--- src/rtl/instr_prefetch_buffer_pkg.sv ---
// ---------------------------------------------------------------------------
// instr_prefetch_buffer_pkg
// Shared definitions for the fetch-stage instruction prefetch buffer:
//   - fetch_state_e   : memory-port request state (IDLE / BUSY / DISCARD)
//   - queue_entry_t   : one buffered instruction tagged with its word address
//   - WORD_AW         : width of a word address (byte address bits [31:2])
//   - DEFAULT_*       : default reset PC and the "no instruction" encoding
// ---------------------------------------------------------------------------
package instr_prefetch_buffer_pkg;

   localparam int unsigned WORD_AW = 30;

   localparam logic [31:0] DEFAULT_RESET_PC  = 32'h0000_0000;
   localparam logic [31:0] DEFAULT_NOP_INSTR = 32'h0000_0000;

   typedef enum logic [1:0] {
      IDLE    = 2'd0,   // no request outstanding
      BUSY    = 2'd1,   // request outstanding, returning data is kept
      DISCARD = 2'd2    // request outstanding, returning data is dropped
   } fetch_state_e;

   typedef struct packed {
      logic [WORD_AW-1:0] addr;
      logic [31:0]        instr;
   } queue_entry_t;

endpackage : instr_prefetch_buffer_pkg

--- src/rtl/instr_prefetch_buffer_fetch_queue.sv ---
// ---------------------------------------------------------------------------
// instr_prefetch_buffer_fetch_queue
// Circular FIFO of {word address, instruction} entries for the prefetch
// buffer. The head (oldest entry) is presented combinationally.
//
// Ports:
//   clk, reset    clock, asynchronous active-high reset
//   push          write push_entry at the tail this cycle
//   push_entry    entry to write
//   pop           remove the head this cycle
//   clear         empty the queue (overrides push and pop)
//   head          oldest entry (undefined contents when empty)
//   empty, full   occupancy flags
//   count         number of valid entries, 0..DEPTH
// ---------------------------------------------------------------------------
module instr_prefetch_buffer_fetch_queue
   import instr_prefetch_buffer_pkg::*;
#(
   parameter int unsigned DEPTH = 4,
   localparam int unsigned PW   = $clog2(DEPTH),
   localparam int unsigned CW   = $clog2(DEPTH) + 1
) (
   input  logic          clk,
   input  logic          reset,
   input  logic          push,
   input  queue_entry_t  push_entry,
   input  logic          pop,
   input  logic          clear,
   output queue_entry_t  head,
   output logic          empty,
   output logic          full,
   output logic [CW-1:0] count
);

   localparam logic [CW-1:0] DEPTH_C = CW'(DEPTH);

   queue_entry_t  mem_q [DEPTH];
   logic [PW-1:0] rd_ptr_q, rd_ptr_d;
   logic [PW-1:0] wr_ptr_q, wr_ptr_d;
   logic [CW-1:0] count_q,  count_d;

   // DEPTH is a power of two, so the pointers wrap by plain overflow.
   always_comb begin
      // NOTE: every combinational output gets a default first so no path
      // leaves it unassigned and no latch is inferred.
      rd_ptr_d = rd_ptr_q;
      wr_ptr_d = wr_ptr_q;
      count_d  = count_q;
      if (clear) begin
         rd_ptr_d = '0;
         wr_ptr_d = '0;
         count_d  = '0;
      end else begin
         if (push) wr_ptr_d = wr_ptr_q + 1'b1;
         if (pop)  rd_ptr_d = rd_ptr_q + 1'b1;
         unique case ({push, pop})
            2'b10:   count_d = count_q + 1'b1;
            2'b01:   count_d = count_q - 1'b1;
            default: count_d = count_q;
         endcase
      end
   end

   always_ff @(posedge clk or posedge reset) begin
      // NOTE: state flops use non-blocking assignments so every flop samples
      // the pre-edge values regardless of statement order.
      if (reset) begin
         rd_ptr_q <= '0;
         wr_ptr_q <= '0;
         count_q  <= '0;
      end else begin
         rd_ptr_q <= rd_ptr_d;
         wr_ptr_q <= wr_ptr_d;
         count_q  <= count_d;
      end
   end

   // NOTE: the storage array is deliberately not reset; validity is tracked
   // by count_q alone, which keeps the array a plain RAM.
   always_ff @(posedge clk) begin
      if (push && !clear) mem_q[wr_ptr_q] <= push_entry;
   end

   assign head  = mem_q[rd_ptr_q];
   assign empty = (count_q == '0);
   assign full  = (count_q == DEPTH_C);
   assign count = count_q;

endmodule : instr_prefetch_buffer_fetch_queue

--- src/rtl/instr_prefetch_buffer.sv ---
// ---------------------------------------------------------------------------
// instr_prefetch_buffer
// Fetch-stage prefetch queue. Issues sequential word fetches ahead of the
// pipeline over a req/ack memory port, buffers up to DEPTH instructions and
// presents the instruction for PCF. A PCF that does not match the address
// the buffer expects next is a redirect: the queue is flushed and fetching
// restarts at PCF; an in-flight request is allowed to finish but its data
// is dropped.
//
// Ports:
//   clk, reset    clock, asynchronous active-high reset
//   PCF           current fetch PC
//   StallF        fetch stall; when low a valid instruction is consumed
//   InstrF        instruction for PCF, NOP_INSTR when not valid
//   InstrValidF   InstrF is valid for PCF
//   FetchStallF   stall request to the hazard unit (~InstrValidF)
//   imem_req      registered memory request, held until imem_ack
//   imem_addr     registered word-aligned request address
//   imem_ack      one-cycle pulse, imem_rdata valid
//   imem_rdata    fetched instruction
// ---------------------------------------------------------------------------
module instr_prefetch_buffer
   import instr_prefetch_buffer_pkg::*;
#(
   parameter int unsigned DEPTH     = 4,
   parameter logic [31:0] RESET_PC  = DEFAULT_RESET_PC,
   parameter logic [31:0] NOP_INSTR = DEFAULT_NOP_INSTR
) (
   input  logic        clk,
   input  logic        reset,
   input  logic [31:0] PCF,
   input  logic        StallF,
   output logic [31:0] InstrF,
   output logic        InstrValidF,
   output logic        FetchStallF,
   output logic        imem_req,
   output logic [31:0] imem_addr,
   input  logic        imem_ack,
   input  logic [31:0] imem_rdata
);

   localparam int unsigned   CW      = $clog2(DEPTH) + 1;
   localparam logic [CW-1:0] DEPTH_C = CW'(DEPTH);

   fetch_state_e       state_q,      state_d;
   logic [WORD_AW-1:0] out_addr_q,   out_addr_d;    // address of the outstanding request
   logic [WORD_AW-1:0] fetch_addr_q, fetch_addr_d;  // next address to request

   logic               q_push, q_pop, q_clear;
   logic               q_empty, q_full;
   logic [CW-1:0]      q_count;
   logic [CW-1:0]      count_next;
   queue_entry_t       q_head, q_push_entry;

   logic [WORD_AW-1:0] pcf_word;
   logic [WORD_AW-1:0] expected_addr;
   logic               hit, redirect, room, issue;

   // Only the word address takes part in matching.
   assign pcf_word = PCF[31:2];
   logic  unused_pcf_lsbs;
   assign unused_pcf_lsbs = ^PCF[1:0];

   // The address the buffer will deliver next: the head if anything is
   // buffered, else the outstanding request, else the next fetch.
   always_comb begin
      if (!q_empty)              expected_addr = q_head.addr;
      else if (state_q != IDLE)  expected_addr = out_addr_q;
      else                       expected_addr = fetch_addr_q;
   end

   assign redirect = (pcf_word != expected_addr);
   assign hit      = !q_empty && (q_head.addr == pcf_word);

   // Pop and push are both suppressed by the flush on a redirect.
   assign q_pop    = hit && !StallF && !redirect;
   assign q_push   = (state_q == BUSY) && imem_ack && !redirect;
   assign q_clear  = redirect;
   assign q_push_entry = '{addr: out_addr_q, instr: imem_rdata};

   // Occupancy after this cycle's push/pop must leave space for one more
   // in-flight word, so an ack can never land on a full queue.
   assign count_next = q_count + CW'(q_push) - CW'(q_pop);
   assign room       = (count_next < DEPTH_C);

   always_comb begin
      state_d      = state_q;
      out_addr_d   = out_addr_q;
      fetch_addr_d = fetch_addr_q;
      issue        = 1'b0;

      unique case (state_q)
         IDLE: begin
            if (redirect)   fetch_addr_d = pcf_word;
            else if (room)  issue        = 1'b1;
         end
         BUSY: begin
            if (redirect) begin
               fetch_addr_d = pcf_word;
               state_d      = imem_ack ? IDLE : DISCARD;
            end else if (imem_ack) begin
               // Back-to-back issue when the pushed word leaves room.
               if (room) issue   = 1'b1;
               else      state_d = IDLE;
            end
         end
         DISCARD: begin
            if (redirect) fetch_addr_d = pcf_word;
            if (imem_ack) state_d      = IDLE;
         end
         default: state_d = IDLE;
      endcase

      if (issue) begin
         state_d      = BUSY;
         out_addr_d   = fetch_addr_q;
         fetch_addr_d = fetch_addr_q + 1'b1;   // wraps modulo 2^32 bytes
      end
   end

   always_ff @(posedge clk or posedge reset) begin
      if (reset) begin
         state_q      <= IDLE;
         out_addr_q   <= '0;
         fetch_addr_q <= RESET_PC[31:2];
      end else begin
         state_q      <= state_d;
         out_addr_q   <= out_addr_d;
         fetch_addr_q <= fetch_addr_d;
      end
   end

   instr_prefetch_buffer_fetch_queue #(
      .DEPTH (DEPTH)
   ) u_fetch_queue (
      .clk        (clk),
      .reset      (reset),
      .push       (q_push),
      .push_entry (q_push_entry),
      .pop        (q_pop),
      .clear      (q_clear),
      .head       (q_head),
      .empty      (q_empty),
      .full       (q_full),
      .count      (q_count)
   );

   // The room rule guarantees a push into a full queue always pairs with a pop.
   assert property (@(posedge clk) disable iff (reset) !(q_push && q_full && !q_pop));

   // Request outputs come straight from flops, so they are registered and
   // stay stable for the whole request.
   assign imem_req    = (state_q != IDLE);
   assign imem_addr   = {out_addr_q, 2'b00};

   assign InstrValidF = hit;
   assign FetchStallF = ~hit;
   assign InstrF      = hit ? q_head.instr : NOP_INSTR;

endmodule : instr_prefetch_buffer
--- config.mk ---
export PLATFORM = sky130hd
export DESIGN_NAME = instr_prefetch_buffer
export DESIGN_NICKNAME = d
export VERILOG_FILES = /design/src/rtl/instr_prefetch_buffer_pkg.sv /design/src/rtl/instr_prefetch_buffer_fetch_queue.sv /design/src/rtl/instr_prefetch_buffer.sv
export SDC_FILE = /design/constraint.sdc
export NUM_CORES = 1
export LEC_CHECK = 0
export ABC_AREA = 1
export CAP_MARGIN = 15
export CORE_ASPECT_RATIO = 1.2
export CORE_MARGIN = 4
export CORE_UTILIZATION = 41
export CTS_CLUSTER_SIZE = 8
export DETAILED_ROUTE_END_ITERATION = 10
export PLACE_DENSITY = 0.65
export SLEW_MARGIN = 0
export SYNTH_ARGS = -nofsm -noshare
export SYNTH_HDL_FRONTEND = slang
export SYNTH_HIERARCHICAL = 1
export SYNTH_SLANG_ARGS = --single-unit
--- constraint.sdc ---
create_clock -name clk -period 5.8 [get_ports clk]
set_input_delay 1.16 -clock clk [delete_from_list [all_inputs] [get_ports clk]]
set_output_delay 1.16 -clock clk [all_outputs]
set_load 0.05 [all_outputs]
### Word-level counts from Yosys, hierarchy flattened

Memories as Yosys holds them, arrays and structs flattened.
Index checks and enable logic that the tools add are counted.

* muxes and demuxes: 26
* add/sub/neg operators: 7
* bitwise gates (word level): 1
* reductions and logical operators: 20
* magnitude comparators: 1
* equal/unequal tests: 10

Operators by type and width (count)
* $mux 30: 5
* $mux 32: 1
* $add 30x1->30 const B: 1
* $eq 30x30->1: 1
* $ne 30x30->1: 1
* $mux 2: 10
* $reduce_bool 2->1: 5
* $ne 4x3->1 const B: 2
* $logic_and 1x1->1: 6
* $mux 1: 6
* $pmux 2 s3: 1
* $pmux 3 s2: 1
* $add 2x1->2 const B: 2
* $eq 2x1->1 const B: 2
* $eq 2x2->1 const B: 2
* $reduce_and 4->1: 1
* $add 3x1->3: 1
* $add 3x1->3 const B: 1
* $logic_not 1->1: 3
* $logic_not 3->1: 1
* $lt 3x3->1 const B: 1
* $mux 3: 1
* $ne 3x3->1 const B: 1
* $reduce_bool 3->1: 1
* other kinds (8): 8

* output and inout port bits: 67
* register bits: 69
* word-level logic and storage cells: 72
* memories kept: 1
* input bits: 68
* bits in writable memories: 248

Memories
* u_fetch_queue.mem_q: words 4, width 62, read ports 1, clocked after Yosys merged registers in 0, write ports 1, RTL line instr_prefetch_buffer_fetch_queue.sv:37 `queue_entry_t mem_q [DEPTH];`

### Longest topological paths before layout

* depth after elaboration: 15
* mapped depth: 30
* gate-level depth less buffers: 25

### Hierarchy

Netlist, hierarchy kept.

By module, submodules not included
* instr_prefetch_buffer_fetch_queue: times used 1, cells an instance 661, area each 9640.5 um^2
* instr_prefetch_buffer: times used 1, cells an instance 958, area each 5659.2 um^2

### Worst setup path before layout

Ideal clock, no wire load.

* path kind: input to register
* start point: input PCF[29]
* end point: register fetch_addr_q[2]
* stages on the path: 22
* required time: 5.668 ns
* library setup time: 0.132 ns
* data arrival time: 6.398 ns
* buffers on the path: 3
* path slack: -0.731 ns
* cells stage by stage: inv_1 > nand2_1 > o21ai_0 > or4_1 > nor4_1 > clkinv_1 > clkbuf_1 > nor2_1 > ha_1 > inv_1 > ha_1 > inv_1 > nor2_1 > nand4_2 > nand3_4 > nand4_4 > nand2_1 > nand2_1 > buf_4 > buf_4 > nand2_1 > o21ai_1

* word-level cells in the longest chain between the ends: 12

RTL lines
* start: declaration: RTL line instr_prefetch_buffer.sv:31 `input logic [31:0] PCF,`
* $eq 30x30->1 *: RTL line instr_prefetch_buffer.sv:73 `assign hit = !q_empty && (q_head.addr == pcf_word);`
* $logic_and 1x1->1 *: RTL line instr_prefetch_buffer.sv:73
* named net InstrValidF: RTL line instr_prefetch_buffer.sv:34 `output logic InstrValidF,`
* $logic_and 1x1->1 * (2 in series): RTL line instr_prefetch_buffer.sv:76 `assign q_pop = hit && !StallF && !redirect;`
* named net q_pop: RTL line instr_prefetch_buffer.sv:49 `logic q_push, q_pop, q_clear;`
* $sub 3x1->3 *: RTL line instr_prefetch_buffer.sv:83 `assign count_next = q_count + CW'(q_push) - CW'(q_pop);`
* $lt 3x3->1 *: RTL line instr_prefetch_buffer.sv:84 `assign room = (count_next < DEPTH_C);`
* $mux 1 *: RTL line instr_prefetch_buffer.sv:95, instr_prefetch_buffer.sv:103
* $mux 1: RTL line instr_prefetch_buffer.sv:101 `end else if (imem_ack) begin`
* $mux 1: RTL line instr_prefetch_buffer.sv:98 `if (redirect) begin`
* $pmux 1 s2 *: RTL line instr_prefetch_buffer.sv:92 `unique case (state_q)`
* $reduce_bool 2->1 (no line)
* $reduce_and 2->1 (no line)
* end signal: assignment: RTL line instr_prefetch_buffer.sv:125 `fetch_addr_q <= RESET_PC[31:2];`
* end signal: assignment: RTL line instr_prefetch_buffer.sv:129 `fetch_addr_q <= fetch_addr_d;`
* end: declaration: RTL line instr_prefetch_buffer.sv:47 `logic [WORD_AW-1:0] fetch_addr_q, fetch_addr_d;`

Mark *: on every way through the listed nets, which the timed path passes. The rest lies on a longest branch.
A chain may end at the register's enable or synchronous reset.

==> impl_results.md <==
- Post-cts sizing count: 0
- Critical Path Max Stage Delay: 0.80 ns
- Clock sink count: 317
- Max Cap Viol: 0
- Clk_lat worst skew: 0.55 ns
- Via density: 5.327
- VDD IR max: 198.2 uV
- Power Density: 270.1 mW/mm^2
- Final Critical Period: 5.530 ns
- Worst slack, placed: 0.4458 ns
- Hold Path Class: reg -> reg
- Min Hold Slack: 0.5272 ns
- Setup CP Type: reg -> out
- IO Port Bufs: 130
- CTS Root Cell: clkbuf_16
- Clk slew on worst S/H paths: 0.05 ns
- Io pins: 135
- YS warnings: 6
- Global-route wire length before repair: 65770 microns
- Cts hold-fix bufs: 0
- Initial Util: 0.4156
- Final worst-path cycle share: 0.9535
- Layout cells sized above 1: 0.08235
- Initial drt markers: 1000
- Drt wl/cell: 19.08 microns
- Total GRT Usage: 0.2082
- Crit path DAT: 4.37 ns
- RSZ-0062 raised after global routing: false
- Final setup vio count: 0
- CTS tree: yes
- Cell Area, Synth: 0.01529 sq mm
- Finished Layout Cells: 2247
- Top cell by count, worst path: buf_4
- Via count: 11.97k
- Max Clock Skew: 0.02880 ns
- Die X: 184.3 microns
- Largest net degree at the start of global routing: 78
- Slowest-stage cell, CP: clkdlybuf4s50_1
- Longest Clk Path Bufs: 3
- Outcome: finished, final reports clean
- Vias in the first global route: 11.70k
- Slew Limit Fails: 0
- DP Area: 0.01732 sq mm
- Total grt overflow: 0
- Final hold vios: 0
- Worst-margin pin slew: 1.018 ns
- Maximum clock rate: 180.8 MHz
- Die height: 219.6 microns
- P_leak: 7.237 nW
- Routed Antenna Nets: 0
- Crit-path leading delay family: buffers and inverters
- Area grow syn2layout: 21.61%
- CP Capture Type: output pin
- DIE AREA: 0.04047 sq mm
- Pre-Repair DR Iteration Count: 5
- GP Congestion: 0.9334
- Critical Path Source Type: register
- N_diodes: 0
- Final setup TNS: 0 ns
- Power consumption: 5.023 mW
- Worst path bufs/invs: 3
- Row cnt: 77
- Core box area: 0.03680 sq mm
- Multi-input gate area: 0.005102 sq mm
- Data required, critical path: 4.64 ns
- Initial antenna violation count: 0
- HPWL after detailed placement: 28240 microns
- Post-Syn Instances: 1618
- Avg Inst Size Synth: 9.453 sq um
- DRC: 0
- Register area: 0.009179 sq mm
- Placed insts: 2171
- Worst-path fanout max: 62
- Cts bufs inserted: 45
- Rel. slew slack: 0.3194
- Fill cells: 3374
- Layout Nets: 1821
- Critical Path, Cell by Cell: buf_4 > o21ai_0 > o22ai_1 > xnor2_1 > nand2_1 > nor4_1 > nand4_1 > nor4_2 > buf_4 > clkdlybuf4s50_1
- H-tree Lvls: 2
- Finished Cell Area: 0.01860 sq mm
- Setup ws final: 0.2695 ns
- Fin util: 0.5054
- Wirelength, routed: 42880 microns
[routing by layer]
metal,global-route usage,part of all wire
met1,0.2729,0.42
met4,0.08062,0.034
met3,0.03071,0.059
met2,0.3497,0.48
met5,0,0
[final timing paths]
path,startpoint,endpoint,slack [ns],cells after the start
worst min register to register,fetch_addr_q[29]$_DFFE_PP0P_,fetch_addr_q[29]$_DFFE_PP0P_,0.53,2
worst max register to register,u_fetch_queue/rd_ptr_q[1]$_DFFE_PP0P_,fetch_addr_q[2]$_DFFE_PP0P_,0.62,23
min in group asynchronous,reset,u_fetch_queue/wr_ptr_q[1]$_DFFE_PP0P_,1.01,2
max in group asynchronous,reset,out_addr_q[10]$_DFFE_PP0N_,3.88,3
worst min-delay path,fetch_addr_q[29]$_DFFE_PP0P_,fetch_addr_q[29]$_DFFE_PP0P_,0.53,2
worst max-delay path,u_fetch_queue/rd_ptr_q[1]$_DFFE_PP0P_,InstrValidF,0.27,10
[flip-flops by register name, indices dropped and copies added, names as in the netlist]
| register | flops |
|---|---|
| fetch_addr_q | 30 |
| out_addr_q | 30 |
| state_q | 2 |
| u_fetch_queue/count | 3 |
| u_fetch_queue/mem_q | 248 |
| u_fetch_queue/rd_ptr_q | 2 |
| u_fetch_queue/wr_ptr_q | 2 |
[area by class of cell]
cell class	instances	share of cell area
Sequential cell	317	0.4935
Multi-Input combinational cell	1068	0.2743
Timing Repair Buffer	159	0.1005
Clock buffer	71	0.06579
Tap cell	474	0.03189
Inverter	154	0.03155
Clock inverter	4	0.002422
[placed cells by master (no fill, tap or decap), drive strengths merged, types with 4 or more instances in the layout]
cell             n
clkdlybuf4s50   97
nor3             9
inv            153
nand3           92
clkbuf          71
buf             62
dfrtp           69
xnor2            6
clkinv           5
nand4           19
nand2          405
edfxtp         248
xor2            33
o22ai           71
o21ai          182
nor2           194
nor4            15
a21oi            5
nand3b           4
ha               7
or2             13
[worst register-to-register path, cell delays in order (launching register included)]
cell      delay [ns]
dfrtp_2         0.36
buf_4           0.59
o21ai_0         0.22
o22ai_1         0.44
xnor2_1         0.17
nand2_1         0.09
nor4_1          0.46
nand4_1         0.19
nor4_2          0.31
clkinv_1        0.18
nor2_1          0.19
ha_1            0.19
inv_1           0.05
ha_1            0.27
inv_1           0.04
nor2_1          0.11
nand4_2         0.17
nand3_4         0.18
nand4_4         0.26
nand2_1         0.13
nand2_1         0.09
buf_12          0.19
nand2_1         0.12
o21ai_1         0.06
[repair_timing]
item                                   4_1_cts  5_1_grt
setup endpoints to repair                    0       19
endpoints found under the hold margin        0        0
setup buffers                                0        1
[power by group]
part	total (mW)	switching, mW	internal (mW)
Combinational	0.196	0.115	0.0807
Clock	2.36	0.925	1.43
Sequential	2.47	0.0180	2.45
Note: power is estimated with default switching activity, not from simulation.
